<file path="src/rtl/fifo_wr_arbiter.sv">
// fifo_wr_arbiter
//
// Two-requester round-robin write arbiter in front of a FIFO, with occupancy
// tracking and a drain (flush) sequencer.
//
// Parameters
//   WIDTH  data width of both requesters and the FIFO write port
//   DEPTH  entry capacity of the attached FIFO
//   CW     occupancy counter width, $clog2(DEPTH+1)
//
// Ports
//   clk, rst_n          clock, asynchronous active-low reset
//   valid0/1, data0/1   requester write offers
//   ready0/1            requester word accepted this cycle (with valid)
//   rd_req              consumer asks for one FIFO read
//   flush               single-cycle request to drain the FIFO
//   wr_en, wr_data      FIFO write strobe and data
//   rd_en               FIFO read strobe
//   count, full, empty  FIFO occupancy and its boundary flags
//   busy                high while draining
//   flush_done          one-cycle pulse on the final (empty) drain cycle
//   gnt_cnt0/1          per-requester write counters
//
// Build option
//   FIFO_ARB_GNT_CNT_EN  when defined, gnt_cnt0/1 count writes per requester
//                        (saturating at 255, cleared only by reset); otherwise
//                        both ports are tied to zero.

module fifo_wr_arbiter #(
  parameter int unsigned WIDTH = 8,
  parameter int unsigned DEPTH = 8,
  localparam int unsigned CW   = $clog2(DEPTH + 1)
) (
  input  logic             clk,
  input  logic             rst_n,
  input  logic             valid0,
  input  logic [WIDTH-1:0] data0,
  input  logic             valid1,
  input  logic [WIDTH-1:0] data1,
  output logic             ready0,
  output logic             ready1,
  input  logic             rd_req,
  input  logic             flush,
  output logic             wr_en,
  output logic [WIDTH-1:0] wr_data,
  output logic             rd_en,
  output logic [CW-1:0]    count,
  output logic             full,
  output logic             empty,
  output logic             busy,
  output logic             flush_done,
  output logic [7:0]       gnt_cnt0,
  output logic [7:0]       gnt_cnt1
);

  localparam logic [CW-1:0] DepthC = CW'(DEPTH);

  typedef enum logic [0:0] {
    StRun,
    StFlush
  } state_e;

  state_e        state_q, state_d;
  logic [CW-1:0] count_q, count_d;
  // High when requester 1 won the most recent accepted write, so requester 0
  // wins the next tie.
  logic          last_gnt_q, last_gnt_d;

  logic          gnt0, gnt1;

  assign count = count_q;
  assign full  = (count_q == DepthC);
  assign empty = (count_q == '0);

  // ---------------------------------------------------------------------------
  // Arbitration, handshakes and FSM next state
  // ---------------------------------------------------------------------------
  always_comb begin
    state_d    = state_q;
    gnt0       = 1'b0;
    gnt1       = 1'b0;
    ready0     = 1'b0;
    ready1     = 1'b0;
    rd_en      = 1'b0;
    busy       = 1'b0;
    flush_done = 1'b0;

    case (state_q)
      StRun: begin
        if (valid0 && valid1) begin
          gnt0 = last_gnt_q;
          gnt1 = !last_gnt_q;
        end else begin
          gnt0 = valid0;
          gnt1 = valid1;
        end
        // rst_n gating keeps the handshakes quiet while reset is held even if
        // requesters are already presenting data.
        ready0 = rst_n && gnt0 && !full;
        ready1 = rst_n && gnt1 && !full;
        rd_en  = rst_n && rd_req && !empty;
        if (flush) begin
          state_d = StFlush;
        end
      end

      StFlush: begin
        busy  = 1'b1;
        rd_en = !empty;
        if (empty) begin
          flush_done = 1'b1;
          state_d    = StRun;
        end
      end

      default: begin
        state_d = StRun;
      end
    endcase
  end

  // Write port: zero-latency pass-through of the granted requester.
  always_comb begin
    wr_en   = (valid0 && ready0) || (valid1 && ready1);
    wr_data = '0;
    if (wr_en) begin
      wr_data = gnt1 ? data1 : data0;
    end
  end

  // Round-robin pointer moves only on an accepted write.
  always_comb begin
    last_gnt_d = last_gnt_q;
    if (wr_en) begin
      last_gnt_d = gnt1;
    end
  end

  // Occupancy: a simultaneous read and write cancel. Bounds are guaranteed
  // because writes are blocked at full and reads are blocked at empty.
  always_comb begin
    count_d = count_q;
    case ({wr_en, rd_en})
      2'b10:   count_d = count_q + CW'(1);
      2'b01:   count_d = count_q - CW'(1);
      default: count_d = count_q;
    endcase
  end

  always_ff @(posedge clk or negedge rst_n) begin
    if (!rst_n) begin
      state_q    <= StRun;
      count_q    <= '0;
      last_gnt_q <= 1'b1;
    end else begin
      state_q    <= state_d;
      count_q    <= count_d;
      last_gnt_q <= last_gnt_d;
    end
  end

  // ---------------------------------------------------------------------------
  // Optional per-requester grant counters
  // ---------------------------------------------------------------------------
`ifdef FIFO_ARB_GNT_CNT_EN
  logic [7:0] gnt_cnt0_q, gnt_cnt0_d;
  logic [7:0] gnt_cnt1_q, gnt_cnt1_d;

  always_comb begin
    gnt_cnt0_d = gnt_cnt0_q;
    gnt_cnt1_d = gnt_cnt1_q;
    if (wr_en && gnt0 && (gnt_cnt0_q != 8'hFF)) begin
      gnt_cnt0_d = gnt_cnt0_q + 8'd1;
    end
    if (wr_en && gnt1 && (gnt_cnt1_q != 8'hFF)) begin
      gnt_cnt1_d = gnt_cnt1_q + 8'd1;
    end
  end

  always_ff @(posedge clk or negedge rst_n) begin
    if (!rst_n) begin
      gnt_cnt0_q <= 8'd0;
      gnt_cnt1_q <= 8'd0;
    end else begin
      gnt_cnt0_q <= gnt_cnt0_d;
      gnt_cnt1_q <= gnt_cnt1_d;
    end
  end

  assign gnt_cnt0 = gnt_cnt0_q;
  assign gnt_cnt1 = gnt_cnt1_q;
`else
  assign gnt_cnt0 = 8'd0;
  assign gnt_cnt1 = 8'd0;
`endif

endmodule
</file>
<file path="config.mk">
export PLATFORM = sky130hd
export DESIGN_NAME = fifo_wr_arbiter
export DESIGN_NICKNAME = d
export VERILOG_FILES = /design/src/rtl/fifo_wr_arbiter.sv
export SDC_FILE = /design/constraint.sdc
export NUM_CORES = 1
export LEC_CHECK = 0
export BUFFER_PORTS_ARGS = -buffer_cell sky130_fd_sc_hd__clkbuf_2
export CORE_UTILIZATION = 43
export DETAILED_ROUTE_END_ITERATION = 10
export GPL_TIMING_DRIVEN = 0
export PLACE_DENSITY = 0.84
export SYNTH_ARGS = -nofsm -noshare
export SYNTH_HDL_FRONTEND = slang
export SYNTH_SLANG_ARGS = --single-unit
</file>
<file path="constraint.sdc">
create_clock -name clk -period 4.4 [get_ports clk]
set_input_delay 0.44 -clock clk [delete_from_list [all_inputs] [get_ports clk]]
set_output_delay 0.44 -clock clk [all_outputs]
set_load 0.03 [all_outputs]
</file>
Word level (Yosys, flattened, before mapping). Cells that the tools add are included.

Multiplexer cells: 17. Eq/ne operators: 3. Reduce and logical (&&, ||, !) cells: 15. Add/sub/neg operators: 2. Bitwise logic cells: 1.

Operator list (count): $mux 8 (2); $mux 1 (12); $logic_and 1x1->1 (9); $pmux 4 s2 (1); $add 4x1->4 const B (1); $eq 4x4->1 const B (1); $logic_not 4->1 (1); $pmux 1 s2 (2); $sub 4x1->4 const B (1); $logic_not 1->1 (3); $eq 2x1->1 const B (1); $eq 2x2->1 const B (1); $reduce_bool 2->1 (1); $logic_or 1x1->1 (1); $not 1->1 (1).

Bits of input ports: 22. Bits in registers: 6. Output and inout port bits: 36.

Logic depth before layout (Yosys ltp). Gate-level depths: netlist (run 1).

Word-level depth: 10. Depth in mapped cells: 8. Depth with buffers taken out: 8.

Worst setup path before layout (run 1). OpenSTA, ideal clock, no wires.

Path kind: register to register. From: reg count_q[0] (netlist: count[0]). To: reg count_q[3] (netlist: count[3]). Path slack: 1.175 ns. Library setup time: 0.128 ns. Cell stages (with the launch flop): 8. Clock period less this slack: 3.225 ns. Arrival: 3.097 ns. Cells stage by stage: dfrtp_1 nor4_2 nor2_1 ha_1 ha_1 or4b_1 o311ai_1 o211ai_2.

RTL lines: start, declared (line 64) `logic [CW-1:0] count_q, count_d;`; start signal, assigned (line 157) `count_q <= count_d;`; $logic_not 4->1 * (line 73) `assign empty = (count_q == '0);`; net empty (line 49) `output logic empty,`; $logic_not 1->1 * (line 101, 109); $logic_and 1x1->1 (line 101) `rd_en = rst_n && rd_req && !empty;`; $pmux 1 s2 * (line 88) `case (state_q)`; net rd_en (line 46) `output logic rd_en,`; $eq 2x1->1 or $eq 2x2->1 (tied branches) (line 143) `case ({wr_en, rd_en})`; $pmux 4 s2 or $reduce_bool 2->1 (tied branches).

Mark *: on every way through the listed nets, which the timed path passes. The rest lies on a longest branch. A chain may end at the register's enable or synchronous reset.

Worst setup path after layout (run 1).
From: reg count_q[0] (netlist: count[0]). To: reg count_q[3] (netlist: count[3]).

Word-level cells in the longest chain between the ends: 8.

RTL lines: $eq 4x4->1 (line 72) `assign full = (count_q == DepthC);`; $logic_not 1->1 (line 99, 100); $logic_and 1x1->1 (on tied branches) (line 99, 100); $mux 1 (line 88); $logic_and 1x1->1 (line 124) `wr_en = (valid0 && ready0) || (valid1 && ready1);`; $logic_or 1x1->1 (line 124); $eq 2x1->1 or $eq 2x2->1 (tied branches) (line 143); $pmux 4 s2 or $reduce_bool 2->1 (tied branches).

Several ways; a longest one is shown, not always the timed one.

==> results.yml, run 1 <==
pwr:
  switching_power_mw: 0.396
  sw_frac_of_total_pct: 52.4
  pwr-share-comb_pct: 73.8
  seq_power_share_pct: 18.7
  power.density_nw_per_um2: 670
  leakagePower_nw: 0.571
  clock_power_share_pct: 7.5
  peakVddDrop_mv: 0.513
  internal_power_mw: 0.360
clock_tree:
  numCtsBuffers: 3
  cts_buffer_depth: 2
  clk_pin_slew_worst_paths_ps: 50
  clock_latency_ps: 250
  tritoncts: "built"
  ctsRootBufferMaster: "clkbuf_4"
  cts_sinks: 6
  h-tree-depth: 1
  post_cts_buffers: 0
  hold_buffers: 0
  post_cts_resized: 0
worst_setup_path:
  ff2ff_path_depth: 8
  reg2reg_slack_ps: 1720
  crit_required_ps: 4520
  reg2reg_from: "count[0]$_DFFE_PN0P_"
  path_max_fanout: 9
  max_stage_delay_ps: 530
  critPathKind: "reg -> reg"
  cp_cell_sequence: "nor4b_4 > nand2b_4 > or3_1 > ha_1 > ha_1 > or4b_1 > o311ai_1 > o211ai_2"
  crit_top_cell: "ha_1"
  crit_family: "simple AND/OR/NAND/NOR gates"
  cp_slowest_cell: "dfrtp_1"
  start_kind: "flip-flop"
  critPathCaptureType: "flip-flop"
  arrival_ps: 2810
  cp_num_buf_inv: 0
  critPathLaunch: "count[0]$_DFFE_PN0P_"
  r2r-end: "count[3]$_DFFE_PN0P_"
  crit_end: "count[3]$_DFFE_PN0P_"
  critical_path_depth: 8
global_route:
  grt_antenna_before_repair: 0
  overflow: 0
  grt_pass1_vias: 635
  grt_pass1_wl_um: 2570
  grt_max_degree: 11
  gr-usage-all-layers_pct: 17.3
floorplanning:
  die_width_um: 45.4
  fp.coreArea_um2: 1750
  initial_core_util_pct: 46.5
  rows: 15
  num_io_pins: 58
  dieArea_um2: 2060
  die_h_um: 45.4
run_status:
  outcome: "finished, final reports clean"
synth:
  synth_seq_cells: 6
  ys.flop_type: "dfrtp_1"
  synth_edf_count: 0
  yosysWarnings: 0
  syn_inst: 98
  syn_area_per_cell_um2: 8.27
  yosys-top-cells-area: "dfrtp_1 (15%), buf_4 (15%), nand4b_1 (8.6%)"
  yosysUniqueCellTypes: 35
  async_reset_ff_share_pct: 100
  synth.most_common_cell: "buf_4"
  synth_common_cells: "buf_4 (16), a21oi_1 (11), nand3_1 (10)"
  synth_area_um2: 811
  yosys.area.top_type_share_pct: 15.4
  synth_seq_area_share_pct: 18.7
  yosys.area.top_type: "dfrtp_1"
drt:
  post_drt_wl_per_cell_um: 9.75
  drc_errors: 0
  drtIter0Drc: 17
  routed_wl_um: 1780
  vias: 837
  via_per_inst: 4.57
  ant_nets: 0
  dr.pass1.iters: 4
timing:
  min_period_over_period_pct: 60.9
  fin_tns_setup_ps: 0
  finalSetupViolCount: 0
  whs_ps: 39.9
  clock.fmax_ghz: 0.373
  finalHoldViolations: 0
  drv_slew: 0
  rsz0062_at_grt: "false"
  period_minus_slack_ps: 2680
  skew_ps: 3.21
place:
  dp_cells: 179
  numPortBuffers: 41
  place_congestion: 0.754
  place_hpwl_um: 1520
flow_run:
  cap_violations: 0
final_layout:
  area_growth_pct: 39.4
  final_nets: 185
  n_fill_cell: 170
  final_cells: 183
  drive_above_1_share_pct: 43.0
  antenna_cells: 0
worst_hold_path:
  min_path_type: "in -> async"
## per-stage QoR
stage	power, mW	util, %	area, µm²	worst slack, ps
after floorplan	0.579	-	867	1170
after global placement	0.676	63.2	1100	1610
after detailed placement	0.703	63.2	1100	1580
after CTS	0.763	64.7	1130	1710
after global routing	0.821	64.7	1130	1580
final	0.757	64.7	1130	1720
## layout by cell type, fill, tap and decap left out, types with 2 or more instances in the layout
cell	count
nand4b_1	8
a21oi_1	11
clkbuf_1	4
buf_6	2
inv_1	4
nand3_1	10
clkbuf_2	41
nor2_1	6
buf_4	16
nand3b_1	2
clkbuf_4	3
conb_1	16
dfrtp_1	5
ha_1	3
nand2_1	3
nor3b_1	3
## sequential cells by signal, indices dropped and copies added, names as in the netlist
register and cells:
count 4, last_gnt_q 1, state_q 1
## final cells by class
type                            instances  area [µm²]  share of cell area [%]
Multi-Input combinational cell         81         543                    48.1
Timing Repair Buffer                   41         205                    18.2
Buffer                                 22         158                    14.0
Sequential cell                         6         151                    13.4
Tap cell                               25        31.3                    2.77
Clock buffer                            4        26.3                    2.33
Inverter                                4        15.0                    1.33
## metal layers
| layer | vias up | global-route usage, % | share of wire (%) |
|---|---|---|---|
| met2 | 44 | 34.0 | 52 |
| met5 | - | 0 | 0 |
| met1 | 356 | 17.0 | 39 |
| li1 | 437 | - | - |
| met4 | 0 | 5.45 | 0 |
| met3 | 0 | 4.76 | 9.0 |
## worst min path at each step
stage                from                    to  slack, ps  depth (start not counted)
floorplan           rst_n  count[0]$_DFFE_PN0P_        140                          0
global placement    rst_n     state_q$_DFF_PN0_        310                          1
detailed placement  rst_n  count[1]$_DFFE_PN0P_        310                          1
CTS                 rst_n  count[2]$_DFFE_PN0P_         40                          1
global route        rst_n  count[2]$_DFFE_PN0P_         50                          1
finish              rst_n  count[1]$_DFFE_PN0P_         40                          1
## cell families after synthesis
logic type                 synth area share, %
adders and majority gates                 7.10
buffers and inverters                     21.3
and+or+nand+nor                           34.7
other                                    0.463
muxes                                     3.09
xor gates and xnor gates                  2.16
DFF                                       18.7
AOI/OAI and AO/OA                         12.5
## power by group through the flow
stage	sequential, mW	combinational, mW	clock, mW
final	0.141	0.559	0.0570
after global routing	0.147	0.611	0.0627
after CTS	0.141	0.563	0.0592
after detailed placement	0.142	0.562	0
after global placement	0.140	0.537	0
after floorplan	0.176	0.403	0
(Power assumes the default switching activity.)
==> run 2, diff against run 1 <==
CORE_UTILIZATION = 36   (was 43)
PLACE_DENSITY = 0.75   (was 0.84)
clock period = 2.2 ns   (was 4.4 ns; I/O delays follow)
==> run 2 against run 1 <==
  * The flow now finishes with violations (setup timing)
  * Die area increased by 19%
  * Register-to-register slack got worse by 1800 ps
  * Clock skew increased by 1.0 ps
  * Sequential cell count unchanged
  * First-iteration DRC count decreased by 76%
  * Count of clock-buffer cells in the layout unchanged
  * Non-clock buffer count increased by 11
  * Worst setup slack got worse by 1800 ps
  * Largest power group unchanged
  * Highest routed layer is now met4
==> results.yml, run 2 (synthesis results as in run 1) <==
final_layout:
  n_fill_cell: 201
  design_area_um2: 1280
  fin_util_pct: 62.9
  layout_common_cells: "clkbuf_2 (42), buf_4 (24), conb_1 (16), a21oi_1 (11), nand3_1 (10)"
  area_growth_pct: 58.5
  final_nets: 196
  drive_above_1_share_pct: 52.7
  largest_reg_flops: 4
  antenna_cells: 0
  final_common_cell: "clkbuf_2"
worst_setup_path:
  critPathCaptureType: "flip-flop"
  r2r-end: "count[3]$_DFFE_PN0P_"
  arrival_ps: 2390
  max_stage_delay_ps: 510
  path_max_fanout: 5
  start_kind: "flip-flop"
  reg2reg_from: "count[3]$_DFFE_PN0P_"
  reg2reg_slack_ps: -60
  cp_cell_sequence: "nor4b_4 > nand2b_4 > or3_4 > ha_4 > ha_4 > or4b_4 > o311ai_2 > o211ai_2"
  cp_slowest_cell: "or4b_4"
  ff2ff_path_depth: 8
  crit_required_ps: 2320
  crit_top_cell: "ha_4"
  critPathKind: "reg -> reg"
  critPathLaunch: "count[3]$_DFFE_PN0P_"
floorplanning:
  die_h_um: 49.5
  fp.coreArea_um2: 2040
  initial_core_util_pct: 39.7
  die_width_um: 49.5
  rows: 16
  num_io_pins: 58
  dieArea_um2: 2450
clock_tree:
  cts_sinks: 6
  numCtsBuffers: 3
  ctsRootBufferMaster: "clkbuf_4"
  tritoncts: "built"
  clk_pin_slew_worst_paths_ps: 50
  h-tree-depth: 1
  clock_latency_ps: 240
  cts_buffer_depth: 2
drt:
  vias: 907
  drc_errors: 0
  met3_wirelength_um: 201
  routed_wl_um: 2180
  dr.pass1.iters: 4
  drtIter0Drc: 4
  ant_nets: 0
  wl_met1_um: 843
  highest_layer: "met4"
  post_drt_wl_per_cell_um: 11.1
  via_per_inst: 4.63
  wl_met2_um: 1120
timing:
  period_minus_slack_ps: 2260
  skew_ps: 4.22
  finalSetupViolCount: 1
  whs_ps: 199
  drv_slew: 0
  min_period_over_period_pct: 103
  clock.fmax_ghz: 0.442
  final.setup.worst_slack_ps: -63.3
  rsz0062_at_grt: "true"
  finalHoldViolations: 0
global_route:
  grt_pass1_vias: 804
  gr-usage-all-layers_pct: 17.9
  overflow: 0
  grt_max_degree: 11
  grt_antenna_before_repair: 0
  grt_pass1_wl_um: 3390
worst_hold_path:
  hold_depth: 3
  min_from: "flush"
  min_path_type: "in -> reg"
  hold_end: "state_q$_DFF_PN0_"
place:
  placed_cell_area_um2: 1150
  place_hpwl_um: 1660
  numPortBuffers: 41
  place_congestion: 0.715
flow_run:
  cap_violations: 0
pwr:
  power.density_nw_per_um2: 1400
  peakVddDrop_mv: 1.14
  p_total_mw: 1.80
  leakagePower_nw: 0.629
run_status:
  violations: "setup timing"
  outcome: "finished, violations left"
-- run 2: changes by cell type in the layout (fill, tap and decap cells not counted), moves of 2 or more --
cell | before | now
ha_1 | 3 | 1
dlygate4sd3_1 | 0 | 2
ha_4 | 0 | 2
buf_4 | 16 | 24
dfrtp_2 | 0 | 4
dfrtp_1 | 5 | 1
-- run 2: repair_timing --
item / in CTS / in global routing
gates resized for setup: 2 / 3
pin swaps: 3 / 3
endpoints found under the hold margin: 5 / 0
setup buffers: 4 / 5
endpoints found under the setup margin: 1 / 1
hold buffers: 2 / 0
-- run 2: where the power goes --
group          total (mW)  switching [mW]  internal, mW
Sequential          0.257          0.0683         0.189
Clock               0.110          0.0414        0.0688
Combinational        1.43           0.768         0.662
-- run 2: worst max-delay path, delay by kind of cell (launching register included) --
family / cells / cell delay, ps
DFF: 1 / 390
and+or+nand+nor: 4 / 1120
adders and majority gates: 2 / 430
AOI/OAI and AO/OA: 2 / 200
-- run 2: per-layer routing --
layer | vias up | track usage, %
li1 | 462 | -
met2 | 42 | 35.2
met4 | 0 | 7.14
met1 | 401 | 17.5
met5 | - | 0
met3 | 2 | 4.63
-- run 2: worst max path at each step --
| stage | depth (start not counted) | to |
|---|---|---|
| 6_report | 8 | count[3]$_DFFE_PN0P_ |
| 5_1_grt | 8 | count[3]$_DFFE_PN0P_ |
| 4_1_cts | 8 | count[3]$_DFFE_PN0P_ |
| 3_5_place_dp | 8 | count[3]$_DFFE_PN0P_ |
| 3_3_place_gp | 8 | count[3]$_DFFE_PN0P_ |
| 2_1_floorplan | 8 | count[3]$_DFFE_PN0P_ |
-- run 2: layout make-up --
| type | count | area (µm²) | area share, % |
|---|---|---|---|
| Clock buffer | 4 | 26.3 | 2.04 |
| Tap cell | 27 | 33.8 | 2.63 |
| Multi-Input combinational cell | 81 | 598 | 46.5 |
| Timing Repair Buffer | 52 | 297 | 23.1 |
| Sequential cell | 6 | 156 | 12.2 |
| Buffer | 22 | 159 | 12.4 |
| Inverter | 4 | 15.0 | 1.17 |
-- run 2: through the flow --
stage	TNS, ps	instances	worst slack [ps]
floorplan	-699	113	-434
global placement	-212	181	-212
detailed placement	-256	181	-256
CTS	-102	191	-102
global route	-127	196	-127
finish	-63.3	196	-63.3
==> run 3, diff against run 2 <==
REMOVE_ABC_BUFFERS = 1   (was unset)
SKIP_CTS_REPAIR_TIMING = 1   (was unset)
TNS_END_PERCENT = 1   (was unset)
==> run 3 against run 2 <==
  * The flow still finishes with violations (setup timing)
  * Combinational power is 6% lower
  * Via count is 3.5% lower
  * Sequential share of layout area is 1.5 points higher
  * Non-clock buffer count is 19 lower
  * Hold slack worse by 5.9 ps
  * Die area stayed put
  * Worst setup slack worse by 88 ps
  * Largest power group unchanged
==> results.yml, run 3 (synthesis results as in run 1) <==
drt:
  drtIter0Drc: 7
  wl_met2_um: 1080
  via_per_inst: 4.94
  met3_wirelength_um: 163
  wl_met1_um: 856
  drc_errors: 0
  dr.pass1.iters: 4
  vias: 875
  ant_nets: 0
  highest_layer: "met4"
  routed_wl_um: 2110
  post_drt_wl_per_cell_um: 11.9
floorplanning:
  fp.coreArea_um2: 2040
  die_h_um: 49.5
  rows: 16
  num_io_pins: 58
  die_width_um: 49.5
  dieArea_um2: 2450
  initial_core_util_pct: 39.7
worst_hold_path:
  hold_depth: 3
  min_path_type: "in -> reg"
timing:
  drv_slew: 0
  skew_ps: 8.46
  worst_slew_pin_slew_ps: 666
  clock.fmax_ghz: 0.425
  maxSlewHeadroom_pct: 55.5
  period_minus_slack_ps: 2350
  final.setup.worst_slack_ps: -151
  finalSetupViolCount: 1
  rsz0062_at_grt: "true"
  min_period_over_period_pct: 107
  finalHoldViolations: 0
clock_tree:
  clk_pin_slew_worst_paths_ps: 50
  cts_sinks: 6
  ctsRootBufferMaster: "clkbuf_4"
  cts_buffer_depth: 2
  clock_latency_ps: 250
  numCtsBuffers: 3
  h-tree-depth: 1
  tritoncts: "built"
pwr:
  power.density_nw_per_um2: 1530
  peakVddDrop_mv: 0.992
  leakagePower_nw: 0.535
final_layout:
  largest_reg_flops: 4
  final_common_cell: "clkbuf_2"
  antenna_cells: 0
  drive_above_1_share_pct: 47.3
  n_fill_cell: 199
  final_nets: 177
  area_growth_pct: 40.6
  final_cells: 177
  layout_common_cells: "clkbuf_2 (41), conb_1 (16), buf_4 (12), a21oi_1 (11), nand3_1 (10)"
worst_setup_path:
  crit_required_ps: 2330
  reg2reg_slack_ps: -150
  start_kind: "flip-flop"
  arrival_ps: 2480
  critPathCaptureType: "flip-flop"
  critPathKind: "reg -> reg"
  ff2ff_path_depth: 8
  path_max_fanout: 7
flow_run:
  cap_violations: 0
global_route:
  grt_pass1_wl_um: 2950
  grt_pass1_vias: 695
  grt_antenna_before_repair: 0
  overflow: 0
  grt_max_degree: 17
  gr-usage-all-layers_pct: 15.7
place:
  numPortBuffers: 41
  place_hpwl_um: 1480
  place_ws_ps: -545
  dp_cells: 159
  place_congestion: 0.763
run_status:
  violations: "setup timing"
  outcome: "finished, violations left"
## run 3: changes by cell type in the layout (fill, tap and decap cells not counted)
cell / change
clkbuf_1: -2
nor2_2: -1
o21ai_0: +1
fa_2: -1
fa_1: +1
buf_4: -12
nor2_1: +1
clkbuf_2: -1
buf_1: -1
o21ai_1: -1
buf_6: -3
## run 3: metrics by stage
step                cell area (µm²)  hold slack, ps  setup TNS (ps)  utilization [%]  total power, mW
detailed placement              948            89.3            -823             46.4             1.33
global route                   1140             206           -1590             55.8             1.88
CTS                             975            -184            -889             47.7             1.46
floorplan                       709           -75.6           -2360                -             1.09
finish                         1140             193            -151             55.8             1.74
global placement                948            83.8            -659             46.4             1.29
## run 3: worst max-delay path, stage by stage, from the launching register on
cell	delay (ps)
dfrtp_2	440
buf_4	170
nor4_4	300
nor2_1	150
ha_4	210
ha_4	240
or4b_4	510
o311ai_2	100
o211ai_2	100
## run 3: area by class of cell
cell class | instances | area (µm²) | area share [%]
Timing Repair Buffer | 55 | 315 | 27.7
Tap cell | 27 | 33.8 | 2.96
Clock buffer | 4 | 26.3 | 2.31
Multi-Input combinational cell | 81 | 593 | 52.0
Inverter | 4 | 15.0 | 1.32
Sequential cell | 6 | 156 | 13.7
## run 3: worst paths after layout
path / from / end
worst max register to register: count[0]$_DFFE_PN0P_ / count[3]$_DFFE_PN0P_
max in group asynchronous: rst_n / count[2]$_DFFE_PN0P_
min in group asynchronous: rst_n / state_q$_DFF_PN0_
worst min-delay path: flush / state_q$_DFF_PN0_
worst max-delay path: count[0]$_DFFE_PN0P_ / count[3]$_DFFE_PN0P_
worst min register to register: last_gnt_q$_DFFE_PN1P_ / last_gnt_q$_DFFE_PN1P_
## run 3: layer usage
metal,GRT usage (%),vias up
met5,0,-
met4,5.71,0
met3,5.56,2
met2,28.1,42
met1,16.8,405
li1,-,426
## run 3: where the power goes
group / internal (mW) / switching [mW] / leakage, nW
Sequential: 0.189 / 0.0968 / 0.0633
Clock: 0.0690 / 0.0439 / 0.0150
Combinational: 0.623 / 0.718 / 0.457
Total: 0.881 / 0.858 / 0.535
